### src/rtl/m_fetch_queue_pkg.sv
// Shared definitions for the instruction-fetch front end: default sizing,
// reset fetch address, the NOP shown to decode, and the queue entry layout.
package m_fetch_queue_pkg;

  localparam int unsigned FETCH_DEPTH    = 4;
  localparam logic [31:0] FETCH_RESET_PC = 32'h0000_0000;
  localparam logic [31:0] FETCH_NOP      = 32'h0000_0013;

  typedef struct packed {
    logic [31:0] pc;
    logic [31:0] ir;
  } fetch_entry_t;

  function automatic logic [31:0] word_align(input logic [31:0] a);
    return a & ~32'h0000_0003;
  endfunction

endpackage

### src/rtl/m_fetch_fifo.sv
// Circular buffer of {pc, ir} entries with push/pop/clear. Push and pop may
// coincide at any occupancy; the caller guarantees no push into a full buffer.
module m_fetch_fifo
  import m_fetch_queue_pkg::*;
#(
  parameter int unsigned DEPTH = FETCH_DEPTH,
  localparam int unsigned AW   = $clog2(DEPTH)
) (
  input  logic         w_clock,
  input  logic         w_rst_n,
  input  logic         w_push,
  input  fetch_entry_t w_push_data,
  input  logic         w_pop,
  input  logic         w_clear,
  output fetch_entry_t w_head,
  output logic [AW:0]  w_count,
  output logic         w_full,
  output logic         w_empty
);

  logic [AW-1:0] wr_ptr;
  logic [AW-1:0] rd_ptr;
  fetch_entry_t  mem [DEPTH];

  always_ff @(posedge w_clock or negedge w_rst_n) begin
    if (!w_rst_n) begin
      wr_ptr  <= '0;
      rd_ptr  <= '0;
      w_count <= '0;
    end else if (w_clear) begin
      wr_ptr  <= '0;
      rd_ptr  <= '0;
      w_count <= '0;
    end else begin
      if (w_push) wr_ptr <= wr_ptr + AW'(1);
      if (w_pop)  rd_ptr <= rd_ptr + AW'(1);
      if (w_push && !w_pop)      w_count <= w_count + (AW+1)'(1);
      else if (!w_push && w_pop) w_count <= w_count - (AW+1)'(1);
    end
  end

  // Storage needs no reset: an entry is only read after it has been written.
  always_ff @(posedge w_clock) begin
    if (w_push && !w_clear) mem[wr_ptr] <= w_push_data;
  end

  assign w_head  = mem[rd_ptr];
  assign w_full  = (w_count == (AW+1)'(DEPTH));
  assign w_empty = (w_count == '0);

endmodule

### src/rtl/m_fetch_queue.sv
// Instruction-fetch front end: issues in-order imem requests under a credit
// limit, queues returned {pc, ir} pairs and hands them to decode.
module m_fetch_queue
  import m_fetch_queue_pkg::*;
#(
  parameter int unsigned DEPTH    = FETCH_DEPTH,
  parameter logic [31:0] RESET_PC = FETCH_RESET_PC,
  parameter logic [31:0] NOP      = FETCH_NOP
) (
  input  logic        w_clock,
  input  logic        w_rst_n,
  input  logic        w_redirect,
  input  logic [31:0] w_redirect_pc,
  output logic        w_imem_req,
  output logic [31:0] w_imem_addr,
  input  logic        w_imem_gnt,
  input  logic        w_imem_rvalid,
  input  logic [31:0] w_imem_rdata,
  output logic        w_out_valid,
  output logic [31:0] w_out_ir,
  output logic [31:0] w_out_pc,
  input  logic        w_out_ready
);

  localparam int unsigned AW = $clog2(DEPTH);
  localparam int unsigned CW = $clog2(2 * DEPTH) + 1;

  logic [31:0]   fetch_pc;
  logic [31:0]   resp_pc;
  logic [CW-1:0] outstanding;
  logic [CW-1:0] drop;
  logic [CW-1:0] in_use;
  logic          accept;
  logic          live_rsp;
  logic          drop_rsp;
  logic          push;
  logic          pop;
  logic [AW:0]   q_count;
  logic          q_full;
  logic          q_empty;
  fetch_entry_t  q_head;
  fetch_entry_t  q_push_data;

  // Both interfaces use valid/ready: a transfer happens exactly in a cycle where
  // valid (w_imem_req / w_out_valid) and ready (w_imem_gnt / w_out_ready) are
  // both high; valid never depends on ready in the same cycle.
  assign in_use      = CW'(q_count) + outstanding;
  assign w_imem_req  = w_rst_n && !w_redirect && (in_use < CW'(DEPTH));
  assign w_imem_addr = fetch_pc;
  assign accept      = w_imem_req && w_imem_gnt;

  // Responses owed to a flushed path are consumed first, in order.
  assign live_rsp    = w_imem_rvalid && (drop == '0);
  assign drop_rsp    = w_imem_rvalid && (drop != '0);
  assign push        = live_rsp && !w_redirect;
  assign pop         = w_out_valid && w_out_ready;
  assign q_push_data = '{pc: resp_pc, ir: w_imem_rdata};

  always_ff @(posedge w_clock or negedge w_rst_n) begin
    if (!w_rst_n) begin
      fetch_pc    <= RESET_PC;
      resp_pc     <= RESET_PC;
      outstanding <= '0;
      drop        <= '0;
    end else if (w_redirect) begin
      fetch_pc    <= word_align(w_redirect_pc);
      resp_pc     <= word_align(w_redirect_pc);
      outstanding <= '0;
      drop        <= drop + outstanding - CW'(w_imem_rvalid);
    end else begin
      if (accept)   fetch_pc <= fetch_pc + 32'd4;
      if (live_rsp) resp_pc  <= resp_pc + 32'd4;
      outstanding <= outstanding + CW'(accept) - CW'(live_rsp);
      if (drop_rsp) drop <= drop - CW'(1);
    end
  end

  m_fetch_fifo #(.DEPTH(DEPTH)) u_fifo (
    .w_clock     (w_clock),
    .w_rst_n     (w_rst_n),
    .w_push      (push),
    .w_push_data (q_push_data),
    .w_pop       (pop),
    .w_clear     (w_redirect),
    .w_head      (q_head),
    .w_count     (q_count),
    .w_full      (q_full),
    .w_empty     (q_empty)
  );

  assign w_out_valid = !q_empty;
  assign w_out_ir    = q_empty ? NOP : q_head.ir;
  assign w_out_pc    = q_empty ? 32'h0 : q_head.pc;

  a_rsp_owed : assert property (@(posedge w_clock) disable iff (!w_rst_n)
    w_imem_rvalid |-> (outstanding != '0 || drop != '0));

  a_no_overflow : assert property (@(posedge w_clock) disable iff (!w_rst_n)
    push |-> (!q_full || pop));

endmodule

### config.mk
export PLATFORM = sky130hd
export DESIGN_NAME = m_fetch_queue
export DESIGN_NICKNAME = d
export VERILOG_FILES = /design/src/rtl/m_fetch_queue_pkg.sv /design/src/rtl/m_fetch_fifo.sv /design/src/rtl/m_fetch_queue.sv
export SDC_FILE = /design/constraint.sdc
export NUM_CORES = 1
export LEC_CHECK = 0
export CELL_PAD_IN_SITES_DETAIL_PLACEMENT = 0
export CELL_PAD_IN_SITES_GLOBAL_PLACEMENT = 1
export CORE_MARGIN = 2
export CORE_UTILIZATION = 43
export DETAILED_ROUTE_END_ITERATION = 12
export GPL_TIMING_DRIVEN = 0
export PLACE_DENSITY_LB_ADDON = 0.25
export SYNTH_ARGS = -nofsm -noshare
export SYNTH_HDL_FRONTEND = slang
export SYNTH_HIERARCHICAL = 1
export SYNTH_SLANG_ARGS = --single-unit
### constraint.sdc
create_clock -name w_clock -period 3 [get_ports w_clock]
set_input_delay 0.6 -clock w_clock [delete_from_list [all_inputs] [get_ports w_clock]]
set_output_delay 0.6 -clock w_clock [all_outputs]
set_load 0.01 [all_outputs]
# Word-level counts from Yosys, hierarchy flattened
# Memories as Yosys holds them, arrays and structs flattened.
# Cells that the tools add are included.
dict set report totals {
  register_bits 79
  ramBits 256
  input_bits 70
  out_inout_bits 98
  wordCells 62
  n_memories 1
}
# memory words word_bits read_ports rd_clocked_by_memory_dff write_ports line_no
set memory_table {}
lappend memory_table {u_fifo.mem 4 64 1 0 1 m_fetch_fifo.sv:23} ;# fetch_entry_t mem [DEPTH];
dict set report op_classes {
  n_addsub 12
  n_lt_le_gt_ge 1
  mux 18
  reduce_logical 23
}
# operator n
set op_table {}
lappend op_table {{$mux 32} 6}
lappend op_table {{$add 32x3->32 const B} 2}
lappend op_table {{$mux 4} 3}
lappend op_table {{$logic_and 1x1->1} 10}
lappend op_table {{$reduce_bool 2->1} 5}
lappend op_table {{$mux 3} 3}
lappend op_table {{$mux 2} 4}
lappend op_table {{$sub 4x1->4} 2}
lappend op_table {{$add 2x1->2 const B} 2}
lappend op_table {{$add 3x4->4} 1}
lappend op_table {{$add 4x1->4} 1}
lappend op_table {{$add 4x4->4} 1}
lappend op_table {{$logic_not 1->1} 4}
lappend op_table {{$logic_not 4->1} 1}
lappend op_table {{$lt 4x3->1 const B} 1}
lappend op_table {{$reduce_bool 4->1} 1}
lappend op_table {{$sub 4x1->4 const B} 1}
lappend op_table {{$add 3x1->3 const B} 1}
lappend op_table {{$logic_not 3->1} 1}
lappend op_table {{$reduce_bool 3->1} 1}
lappend op_table {{$sub 3x1->3 const B} 1}
lappend op_table {{$mux 1} 2}

# Longest topological paths before layout
dict set report depth {
  ltp_word 8
  depth_mapped 12
  ltp_nobuf 11
}

# Cells and area by module
# Netlist, hierarchy kept.
# module n_inst cells_per_inst area_each_um2 seq_area_each_um2
set modules_own_cells {}
lappend modules_own_cells {m_fetch_fifo 1 379 9673.0 7862.5}
lappend modules_own_cells {m_fetch_queue 1 514 4730.8 1701.6}

# Least setup slack after synthesis
# No wires, ideal clock.
dict set report synth_path {
  path_type {input to register}
  start {input port w_redirect}
  end {memory u_fifo/mem[0][0] (netlist name), enable pin}
  setup_time_ps 429
  arrival_time_ps 3063
  required_time_ps 2571
  setup_slack_ps -492
  cell_stages 7
  path_buffers 4
  cell_sequence {buf_6 -> buf_2 -> clkbuf_1 -> nor2_1 -> buf_2 -> nor2b_1 -> and2_1}
}
dict set report synth_between {
  elab_chain_len 5
}
# item line_no
set synth_rtl {}
lappend synth_rtl {{start: declaration} m_fetch_queue.sv:12} ;# input logic w_redirect,
lappend synth_rtl {{$logic_not 1->1} m_fetch_queue.sv:55} ;# assign push = live_rsp && !w_redirect;
lappend synth_rtl {{$logic_and 1x1->1} m_fetch_queue.sv:55}
lappend synth_rtl {{net push} m_fetch_queue.sv:36} ;# logic push;
lappend synth_rtl {{$logic_and 1x1->1} m_fetch_fifo.sv:44} ;# if (w_push && !w_clear) mem[wr_ptr] <= w_push_data;
lappend synth_rtl {{$mux 1} m_fetch_fifo.sv:44}
lappend synth_rtl {{$mux 1 (implied by the code)} m_fetch_fifo.sv:44}
lappend synth_rtl {{end: declaration} m_fetch_fifo.sv:23}
# The timed path passes the listed nets, and every way through them passes these cells.

==> flow_metrics.py <==
metrics = {
    "yosys": {
        "syn-mean-instance-area_sq_um": 16.1,
        "syn_inst": 892,
        "syn-cell-area_sq_um": 14400,
        "ys_warn_count": 6,
    },
    "timing": {
        "worstMarginPinSlew_ps": 751,
        "skew_ps": 14.5,
        "min_period_ps": 2990,
        "rsz0062_at_grt": "true",
        "maxSlewViolCount": 0,
        "hold_slack_ps": 46.9,
        "finalHoldViolCount": 0,
        "period_share_pct": 99.6,
        "setup_viol": 0,
        "worst_slack_ps": 12.4,
        "fmax_mhz": 335,
        "slew_headroom_pct": 49.9,
    },
    "final_layout": {
        "antenna-diode-count": 0,
        "fillers": 2781,
        "final_cell_count_no_fill": 1595,
        "multi_input_area_sq_um": 4630,
        "final_common_cell": "edfxtp_1",
        "layout_common_cells": "edfxtp_1 (256), clkdlybuf4s50_1 (117), dfrtp_1 (74)",
        "fin_nets": 1214,
        "drive_gt1_share_pct": 18.4,
        "ff_latch_area_sq_um": 9570,
        "syn2layout_area_growth_pct": 26.5,
    },
    "grt": {
        "overflow": 0,
        "grt_pass1_vias": 8464,
        "grt_pass1_wl_um": 49100,
        "antenna_found_initial": 0,
        "grt_max_degree": 50,
        "track_usage_pct": 18.2,
    },
    "place": {
        "io_buffers": 162,
        "place_ws_ps": -336,
        "place_congestion": 0.844,
        "dp_cells": 1516,
        "hpwl_um": 21400,
    },
    "cts": {
        "root_buffer": "clkbuf_16",
        "cts_sinks": 331,
        "hold_buffers": 0,
        "cts_inserted_buffers": 36,
        "cts_tree": "built",
        "htree_num_levels": 2,
        "clkLatencyLatePin_ps": 510,
        "clock_path_buffers": 3,
        "clkSlewWorstSetupHoldPaths_ps": 60,
    },
    "floorplanning": {
        "start_util_pct": 43.3,
        "rows": 67,
        "fp.coreArea_sq_um": 33300,
        "die_w_um": 187,
        "dieArea_sq_um": 35000,
        "die_h_um": 187,
        "num_io_pins": 168,
    },
    "pwr": {
        "leakage_nw": 6.52,
        "power_density_nw_per_um2": 774,
        "peakVddDrop_mv": 0.408,
        "total_power_w": 0.0141,
    },
    "worst_setup_path": {
        "cp.required_ps": 2400,
        "reg2reg_slack_ps": 250,
        "path_buf_inv": 3,
        "critPathMaxFanout": 10,
        "r2r_start": "drop[0]$_DFFE_PN0P_",
        "slowest_stage": "mux4_2",
        "crit_arrival_ps": 2390,
        "r2r-end": "u_fifo/mem[1][37]$_DFFE_PP_",
        "path_delay_family": "buffers and inverters",
        "worstSetupPathType": "reg2out",
        "slowest_delay_ps": 520,
        "crit_path_end_kind": "primary output",
        "cp-start-kind": "flop",
        "reg2reg_depth": 9,
        "crit_chain": "buf_4, buf_8, mux4_2, nor2b_1, clkdlybuf4s50_1",
    },
    "route": {
        "vias": 8307,
        "drt_iter0_markers": 506,
        "ant_nets": 0,
        "drc": 0,
        "vias_per_cell": 5.21,
        "firstDrtPassIters": 6,
        "wirelength_um": 32400,
        "routedWlPerCell_um": 20.3,
    },
    "run_status": {
        "outcome": "complete, no violations",
    },
    "run": {
        "max_cap_viol_count": 0,
    },
    "hold_path": {
        "hold_class": "in2async",
    },
}
[where the power goes]
part	total, W	switching (W)	internal, W	leakage [nW]
registers	0.00540	0.000246	0.00516	3.17
clock network	0.00424	0.00171	0.00253	0.552
logic	0.00445	0.00209	0.00236	2.80
[final cells by class]
class                      count  share of cell area, %
buffer                        44                   1.99
sequential                   331                   52.5
tap                          448                   3.08
timing repair buffer         180                   10.3
clock buffer                  48                   5.31
multi-input combinational    502                   25.4
inverter                      26                  0.536
clock inverter                16                  0.859
[sequential cells by signal (all words and copies together) (netlist names)]
name and count:
drop 4, u_fifo/mem 256, u_fifo/rd_ptr 2, u_fifo/w_count 3
resp_pc 30, w_imem_addr 30, outstanding 4, u_fifo/wr_ptr 2
[metal layers]
metal	track usage (%)	wire length, um
met3	2.96	1750
met1	26.2	14800
met4	4.33	536
met5	0	0
met2	29.2	15300
[worst max-delay path by stage]
stage	slack, ps	depth (start not counted)	end	startpoint
after floorplan	210	7	u_fifo/mem[0][0]$_DFFE_PP_	w_redirect
after global placement	-3240	10	outstanding[2]$_DFF_PN0_	w_rst_n
after detailed placement	-340	5	w_out_pc[15]	u_fifo/w_count[1]$_DFFE_PN0P_
after CTS	-90	5	w_out_ir[9]	u_fifo/rd_ptr[0]$_DFFE_PN0P_
after global routing	-80	5	w_out_ir[22]	u_fifo/rd_ptr[0]$_DFFE_PN0P_
final	10	5	w_out_ir[19]	u_fifo/rd_ptr[0]$_DFFE_PN0P_
[what timing repair did]
action / CTS / global route
pin swaps: 2 / 4
gates cloned: 0 / 3
endpoints found under the setup margin: 69 / 147
buffers inserted: 5 / 8
gates resized for setup: 74 / 32
[worst reg2reg max path: cells and delay by family, from the launching register on]
kind,cells,cell delay [ps]
AND/OR/NAND/NOR,4,930
adder cells (fa/ha/maj),1,190
flip-flops,1,380
buffers and inverters,4,880
[through the flow]
step	setup TNS [ps]	util, %	area [sq um]
floorplan	0	-	14400
global placement	-470710	49.9	16600
CTS	-1420	54.2	18000
detailed placement	-46210	50.4	16800
global route	-1060	54.7	18200
finish	0	54.7	18200
(Power assumes the default switching activity.)
